===== src/rtl/bus_register_file.sv =====
// bus_register_file: sixteen DATA_W-bit general registers loaded from a shared
// bus. A register is selected either through the one-hot direct enables or by
// decoding ra/rb/rc from the instruction word. Exactly one selected target per
// cycle produces a write. Two or more distinct targets produce no write and set
// a sticky conflict flag instead. A saturating write counter and the index of
// the last register written are also kept.
//
// Optional build macro: BUS_REGISTER_FILE_R0_ZERO_EN
//   When defined, BusMuxInR0 reads as zero whenever BAout=1, which gives
//   base-address arithmetic a hard zero. R0 storage is still written normally.
//   When undefined, BusMuxInR0 always shows R0 storage.
module bus_register_file #(
  parameter int DATA_W = 32,
  parameter int CNT_W  = 8
) (
  input  logic              clock,
  input  logic              clear,
  input  logic [DATA_W-1:0] BusMuxOut,
  input  logic [15:0]       Rdirect_in,
  input  logic [31:0]       IR,
  input  logic              Gra,
  input  logic              Grb,
  input  logic              Grc,
  input  logic              Rin,
  input  logic              Rout,
  input  logic              BAout,
  output logic [DATA_W-1:0] BusMuxInR0,
  output logic [DATA_W-1:0] BusMuxInR1,
  output logic [DATA_W-1:0] BusMuxInR2,
  output logic [DATA_W-1:0] BusMuxInR3,
  output logic [DATA_W-1:0] BusMuxInR4,
  output logic [DATA_W-1:0] BusMuxInR5,
  output logic [DATA_W-1:0] BusMuxInR6,
  output logic [DATA_W-1:0] BusMuxInR7,
  output logic [DATA_W-1:0] BusMuxInR8,
  output logic [DATA_W-1:0] BusMuxInR9,
  output logic [DATA_W-1:0] BusMuxInR10,
  output logic [DATA_W-1:0] BusMuxInR11,
  output logic [DATA_W-1:0] BusMuxInR12,
  output logic [DATA_W-1:0] BusMuxInR13,
  output logic [DATA_W-1:0] BusMuxInR14,
  output logic [DATA_W-1:0] BusMuxInR15,
  output logic [15:0]       Rout_sel,
  output logic              wr_conflict,
  output logic [CNT_W-1:0]  wr_count,
  output logic [3:0]        last_wr_idx
);

  logic [DATA_W-1:0] r_regs [16];
  logic              r_wr_conflict;
  logic [CNT_W-1:0]  r_wr_count;
  logic [3:0]        r_last_wr_idx;

  logic [3:0]  w_idx;
  logic        w_idx_valid;
  logic [15:0] w_dec_vec;
  logic [15:0] w_wr_vec;
  logic        w_single;
  logic        w_multi;
  logic [3:0]  w_wr_idx;
  logic        w_unused_ir;

  // Only the three register fields of the instruction word matter here.
  assign w_unused_ir = ^{IR[31:27], IR[14:0]};

  // Register-field select with priority ra over rb over rc.
  always_comb begin
    w_idx       = 4'd0;
    w_idx_valid = 1'b1;
    if (Gra)      w_idx = IR[26:23];
    else if (Grb) w_idx = IR[22:19];
    else if (Grc) w_idx = IR[18:15];
    else          w_idx_valid = 1'b0;
  end

  // A direct enable and a decoded write to the same register merge into one write.
  assign w_dec_vec = (Rin && w_idx_valid) ? (16'h0001 << w_idx) : 16'h0000;
  assign w_wr_vec  = Rdirect_in | w_dec_vec;
  assign w_single  = (w_wr_vec != 16'h0000) && ((w_wr_vec & (w_wr_vec - 16'h0001)) == 16'h0000);
  assign w_multi   = (w_wr_vec != 16'h0000) && !w_single;

  // Encode the single set bit of the write vector into a register index.
  always_comb begin
    w_wr_idx = 4'd0;
    for (int i = 0; i < 16; i++) begin
      if (w_wr_vec[i]) w_wr_idx = 4'(i);
    end
  end

  // Register storage, saturating write counter, last index and sticky conflict flag.
  always_ff @(posedge clock) begin
    if (clear) begin
      for (int i = 0; i < 16; i++) r_regs[i] <= '0;
      r_wr_conflict <= 1'b0;
      r_wr_count    <= '0;
      r_last_wr_idx <= 4'd0;
    end else if (w_single) begin
      r_regs[w_wr_idx] <= BusMuxOut;
      r_last_wr_idx    <= w_wr_idx;
      if (r_wr_count != {CNT_W{1'b1}}) r_wr_count <= r_wr_count + 1'b1;
    end else if (w_multi) begin
      r_wr_conflict <= 1'b1;
    end
  end

  assign Rout_sel    = ((Rout || BAout) && w_idx_valid) ? (16'h0001 << w_idx) : 16'h0000;
  assign wr_conflict = r_wr_conflict;
  assign wr_count    = r_wr_count;
  assign last_wr_idx = r_last_wr_idx;

`ifdef BUS_REGISTER_FILE_R0_ZERO_EN
  assign BusMuxInR0  = BAout ? '0 : r_regs[0];
`else
  assign BusMuxInR0  = r_regs[0];
`endif
  assign BusMuxInR1  = r_regs[1];
  assign BusMuxInR2  = r_regs[2];
  assign BusMuxInR3  = r_regs[3];
  assign BusMuxInR4  = r_regs[4];
  assign BusMuxInR5  = r_regs[5];
  assign BusMuxInR6  = r_regs[6];
  assign BusMuxInR7  = r_regs[7];
  assign BusMuxInR8  = r_regs[8];
  assign BusMuxInR9  = r_regs[9];
  assign BusMuxInR10 = r_regs[10];
  assign BusMuxInR11 = r_regs[11];
  assign BusMuxInR12 = r_regs[12];
  assign BusMuxInR13 = r_regs[13];
  assign BusMuxInR14 = r_regs[14];
  assign BusMuxInR15 = r_regs[15];

endmodule


===== config.mk =====
export PLATFORM = sky130hd
export DESIGN_NAME = bus_register_file
export DESIGN_NICKNAME = d
export VERILOG_FILES = /design/src/rtl/bus_register_file.sv
export SDC_FILE = /design/constraint.sdc
export NUM_CORES = 1
export LEC_CHECK = 0
export ABC_AREA = 1
export BUFFER_PORTS_ARGS = -buffer_cell sky130_fd_sc_hd__buf_2
export CORE_AREA = 2 2 243 245
export CTS_CLUSTER_SIZE = 16
export DETAILED_ROUTE_END_ITERATION = 16
export DIE_AREA = 0 0 245 247
export REMOVE_ABC_BUFFERS = 1
export SLEW_MARGIN = 5
export SYNTH_ARGS = -nofsm -noshare
export SYNTH_HDL_FRONTEND = slang
export SYNTH_SLANG_ARGS = --single-unit

===== constraint.sdc =====
create_clock -name clock -period 13.7 [get_ports clock]
set_input_delay 0.685 -clock clock [delete_from_list [all_inputs] [get_ports clock]]
set_output_delay 0.685 -clock clock [all_outputs]
set_load 0.03 [all_outputs]

==> flow_summary_export.csv <==
group,metric,value,unit
logic_synthesis,yosys_register_bits,525,
logic_synthesis,synth-edff-count,512,
power,intPower,2.71,mW
timing,fin_skew,0.00574,ns
worst_setup_path,reg2reg_from,"wr_count[0]",
power,p_per_area,144,nW/um^2
min_path,timing.hold.worst_path_depth,2,
final_layout,layout.cells.most_common,"sky130_fd_sc_hd__buf_2",
worst_setup_path,crit_top_cell,"sky130_fd_sc_hd__nand2_1",
worst_setup_path,worstPathBufferInverterCount,6,
detailed_routing,first_iter_violations,1224,
grt,grt_busiest_layer,"met2",
clock_tree,hold_buffers,0,
floorplan,floorplan.die_area,60500,um^2
worst_setup_path,endpoint_kind,"flop",
min_path,worstHoldEndpoint,"wr_count[5]",
worst_setup_path,worstPathCellList,"buf_2, inv_2, nand3_1, a21oi_1, nand3_1, o21ai_1, inv_1, nand2_1, inv_1, nand2_1, nand2_1, nand2_4, inv_1, nand2_4, nand2_1, buf_4",
grt,grt_pass1_vias,13300,
grt,pin_count_of_the_biggest_net_entering_global_routing,68,
floorplan,chipWidth,245,um
worst_setup_path,setup.reg_to_reg.worst_slack,11.93,ns
worst_setup_path,critical_path_peak_fanout,67,
min_path,worstHoldStart,"clear",
timing,setup_slack,8.62,ns
job,max-cap-violations,0,
place,dpl.hpwl,44900,um
clock_tree,cts-root-to-sink-buffers,3,
clock_tree,post-cts-setup-buffer-count,0,
worst_setup_path,rr_endpoint,"wr_count[0]",
logic_synthesis,netlist-cell-type-count,33,
logic_synthesis,synthesis.instances,1512,
power,p_leak,10.6,nW
final_layout,layout-area-overhead-vs-synth,27.5,%
final_layout,commonest_cells_after_routing_fill_and_taps_aside,"sky130_fd_sc_hd__buf_2 (608), sky130_fd_sc_hd__edfxtp_1 (512), sky130_fd_sc_hd__nor2_1 (437)",
timing,rsz0062_at_grt,"no",
worst_setup_path,cp.arrival,5.40,ns
timing,finalHoldViolations,0,
grt,groute.layer.met3.usage,6.15,%
floorplan,core_region,58200,um^2
final_layout,multiInputGateArea,3760,um^2
clock_tree,post_cts.resized_instances,0,
place,gp_congestion,0.864,
final_layout,area.sequential,15600,um^2
timing,tcrit_tclk_final,37.1,%
clock_tree,clock-sinks,525,
timing,timing_max_transition_violations_final,0,
detailed_routing,drtAntennaViolNets,0,
power,vdd_ir_drop_max,0.000109,V
logic_synthesis,syn_area_per_cell,13.4,um^2
detailed_routing,pre_repair_dr_iteration_count,5,
final_layout,num-nets-final,2197,
logic_synthesis,synth_flop_cell,"sky130_fd_sc_hd__edfxtp_1",
worst_setup_path,maximum_cell_stage_delay_along_the_critical_path,0.83,ns
grt,grt_pass1_wl,95700,um
worst_setup_path,critPathKind,"in -> reg",
power,share_comb_of_total_power,11.6,%
place,io_buffer_count,608,
floorplan,die_extent_in_y,247,um
detailed_routing,wirelength,70500,um
timing,timing.final.setup_violations,0,
logic_synthesis,seq_area_frac_synth,77.5,%
grt,global_route.usage.total,22.4,%
detailed_routing,routed_via_count_divided_by_cell_count,4.89,
worst_setup_path,worst-r2r-cell-count,8,
place,preCtsSetupSlack,8.02,ns
timing,finalSetupTns,0,ns
clock_tree,clkTransAtPathRegs,0.06,ns
min_path,min_delay_worst_type,"in -> reg",
clock_tree,cts_buffers,53,
power,relative_contribution_of_sequential_cells_to_total_power,50.0,%
timing,maxSlewHeadroom,15.7,%
logic_synthesis,synthesis.yosys.warnings,0,
worst_setup_path,critical_path.slowest_cell,"sky130_fd_sc_hd__a21oi_1",
logic_synthesis,synth-async-reset-ratio,0,%
grt,groute.layer.met2.usage,35.6,%
timing,max_freq,0.197,GHz
final_layout,fillers,5403,
grt,number_of_antenna_violations_at_the_first_check_in_global_routing,1,
detailed_routing,post_drt_wl_per_cell,24.1,um
clock_tree,clock_insertion_delay_worst_skew,0.59,ns
logic_synthesis,syn_area,20200,um^2
floorplan,fp-row-count,89,
floorplan,num_io_pins,629,
clock_tree,clock_tree.root_cell,"sky130_fd_sc_hd__clkbuf_16",
power,switching_power,0.995,mW
final_layout,drive_gt1_share,37.5,%
timing,tightestPinTransition,1.26,ns
grt,grt_use_met1,28.7,%
power,share_of_total_power_consumed_by_net_switching,26.8,%
worst_setup_path,family_with_the_most_delay_on_the_worst_path,"simple AND/OR/NAND/NOR gates",
detailed_routing,post-route-drc-count,0,
power,p_clk_share,38.3,%
outcome,outcome,"finished, final reports clean",
grt,grt_overflow,0,
detailed_routing,vias,14300,
clock_tree,cts_tree,"done",
floorplan,initial_utilization,34.7,%
worst_setup_path,worstSetupStartpointType,"input pin",
worst_setup_path,worstPathRequired,14.02,ns
timing,final_period_minus_worst_setup_slack,5.08,ns
clock_tree,cts_htree_levels,2,
[registers in the layout (all words and copies together) (netlist names)]
| name | count |
|---|---|
| r_regs | 512 |
| wr_count | 8 |
| last_wr_idx | 4 |
| wr_conflict | 1 |
[power by group through the flow]
| stage | registers (mW) | clock network (mW) | logic (mW) |
|---|---|---|---|
| 3_5_place_dp | 1.89 | 0 | 0.434 |
| 6_report | 1.86 | 1.42 | 0.432 |
| 3_3_place_gp | 1.89 | 0 | 0.433 |
| 2_1_floorplan | 2.06 | 0 | 0.0805 |
| 5_1_grt | 1.86 | 1.50 | 0.449 |
| 4_1_cts | 1.86 | 1.44 | 0.434 |
[synth_stat cells, drive strengths merged (3+ instances only)]
master / instances / area [um^2]
nor3: 129 / 841
xnor2: 3 / 26.3
edfxtp: 512 / 15400
a21oi: 13 / 68.8
nand4: 24 / 150
dfxtp: 13 / 260
inv: 82 / 308
nor2: 447 / 1740
nand3: 36 / 180
o21ai: 20 / 108
xor2: 3 / 26.3
nand2: 113 / 497
clkbuf: 43 / 161
buf: 67 / 384
[routing by layer]
metal	vias to the layer above	routed length, um
li1	6396	-
met1	6999	27100
met2	772	33500
met3	136	7000
met4	0	2900
met5	-	0
[final cells by class]
| cell class | instances | area share, % |
|---|---|---|
| well taps | 773 | 3.76 |
| inverters | 82 | 1.20 |
| clock inverters | 37 | 1.20 |
| flip-flops and latches | 525 | 60.8 |
| repair buffers | 651 | 13.1 |
| diodes | 2 | 0.0195 |
| multi-input cells | 795 | 14.6 |
| clock buffers | 62 | 5.37 |
[logic make-up (layout without fill, tap and decap cells)]
logic type                 count (synthesis)  count (layout)  share of synthesized area, %
and+or+nand+nor                          752             752                          17.0
DFF                                      525             525                          77.5
buffers and inverters                    192             832                          4.23
AOI/OAI and AO/OA                         36              36                          1.04
xor gates and xnor gates                   6               6                         0.260
adders and majority gates                  1               1                        0.0620
other                                      0               2                             0
[per-stage QoR]
step           std cells  util, %  hold slack (ns)  instance area [um^2]  power (mW)
2_1_floorplan       1402        -            0.602                 19600        2.14
3_3_place_gp        2826     41.3            0.456                 24000        2.32
3_5_place_dp        2826     41.3            0.475                 24000        2.32
4_1_cts             2925     44.2            0.346                 25700        3.73
5_1_grt             2925     44.2            0.361                 25700        3.81
6_report            2927     44.2            0.390                 25700        3.71
[how the worst max path moves through the flow]
stage,cells past startpoint,endpoint,start
finish,16,r_regs[15][25],Grb
global route,16,r_regs[15][29],Grb
CTS,16,r_regs[15][31],Grb
detailed placement,16,r_regs[15][26],Grb
global placement,25,r_regs[15][26],Gra
floorplan,15,r_regs[7][0],Grb
Power figures use the tool's default switching activity.
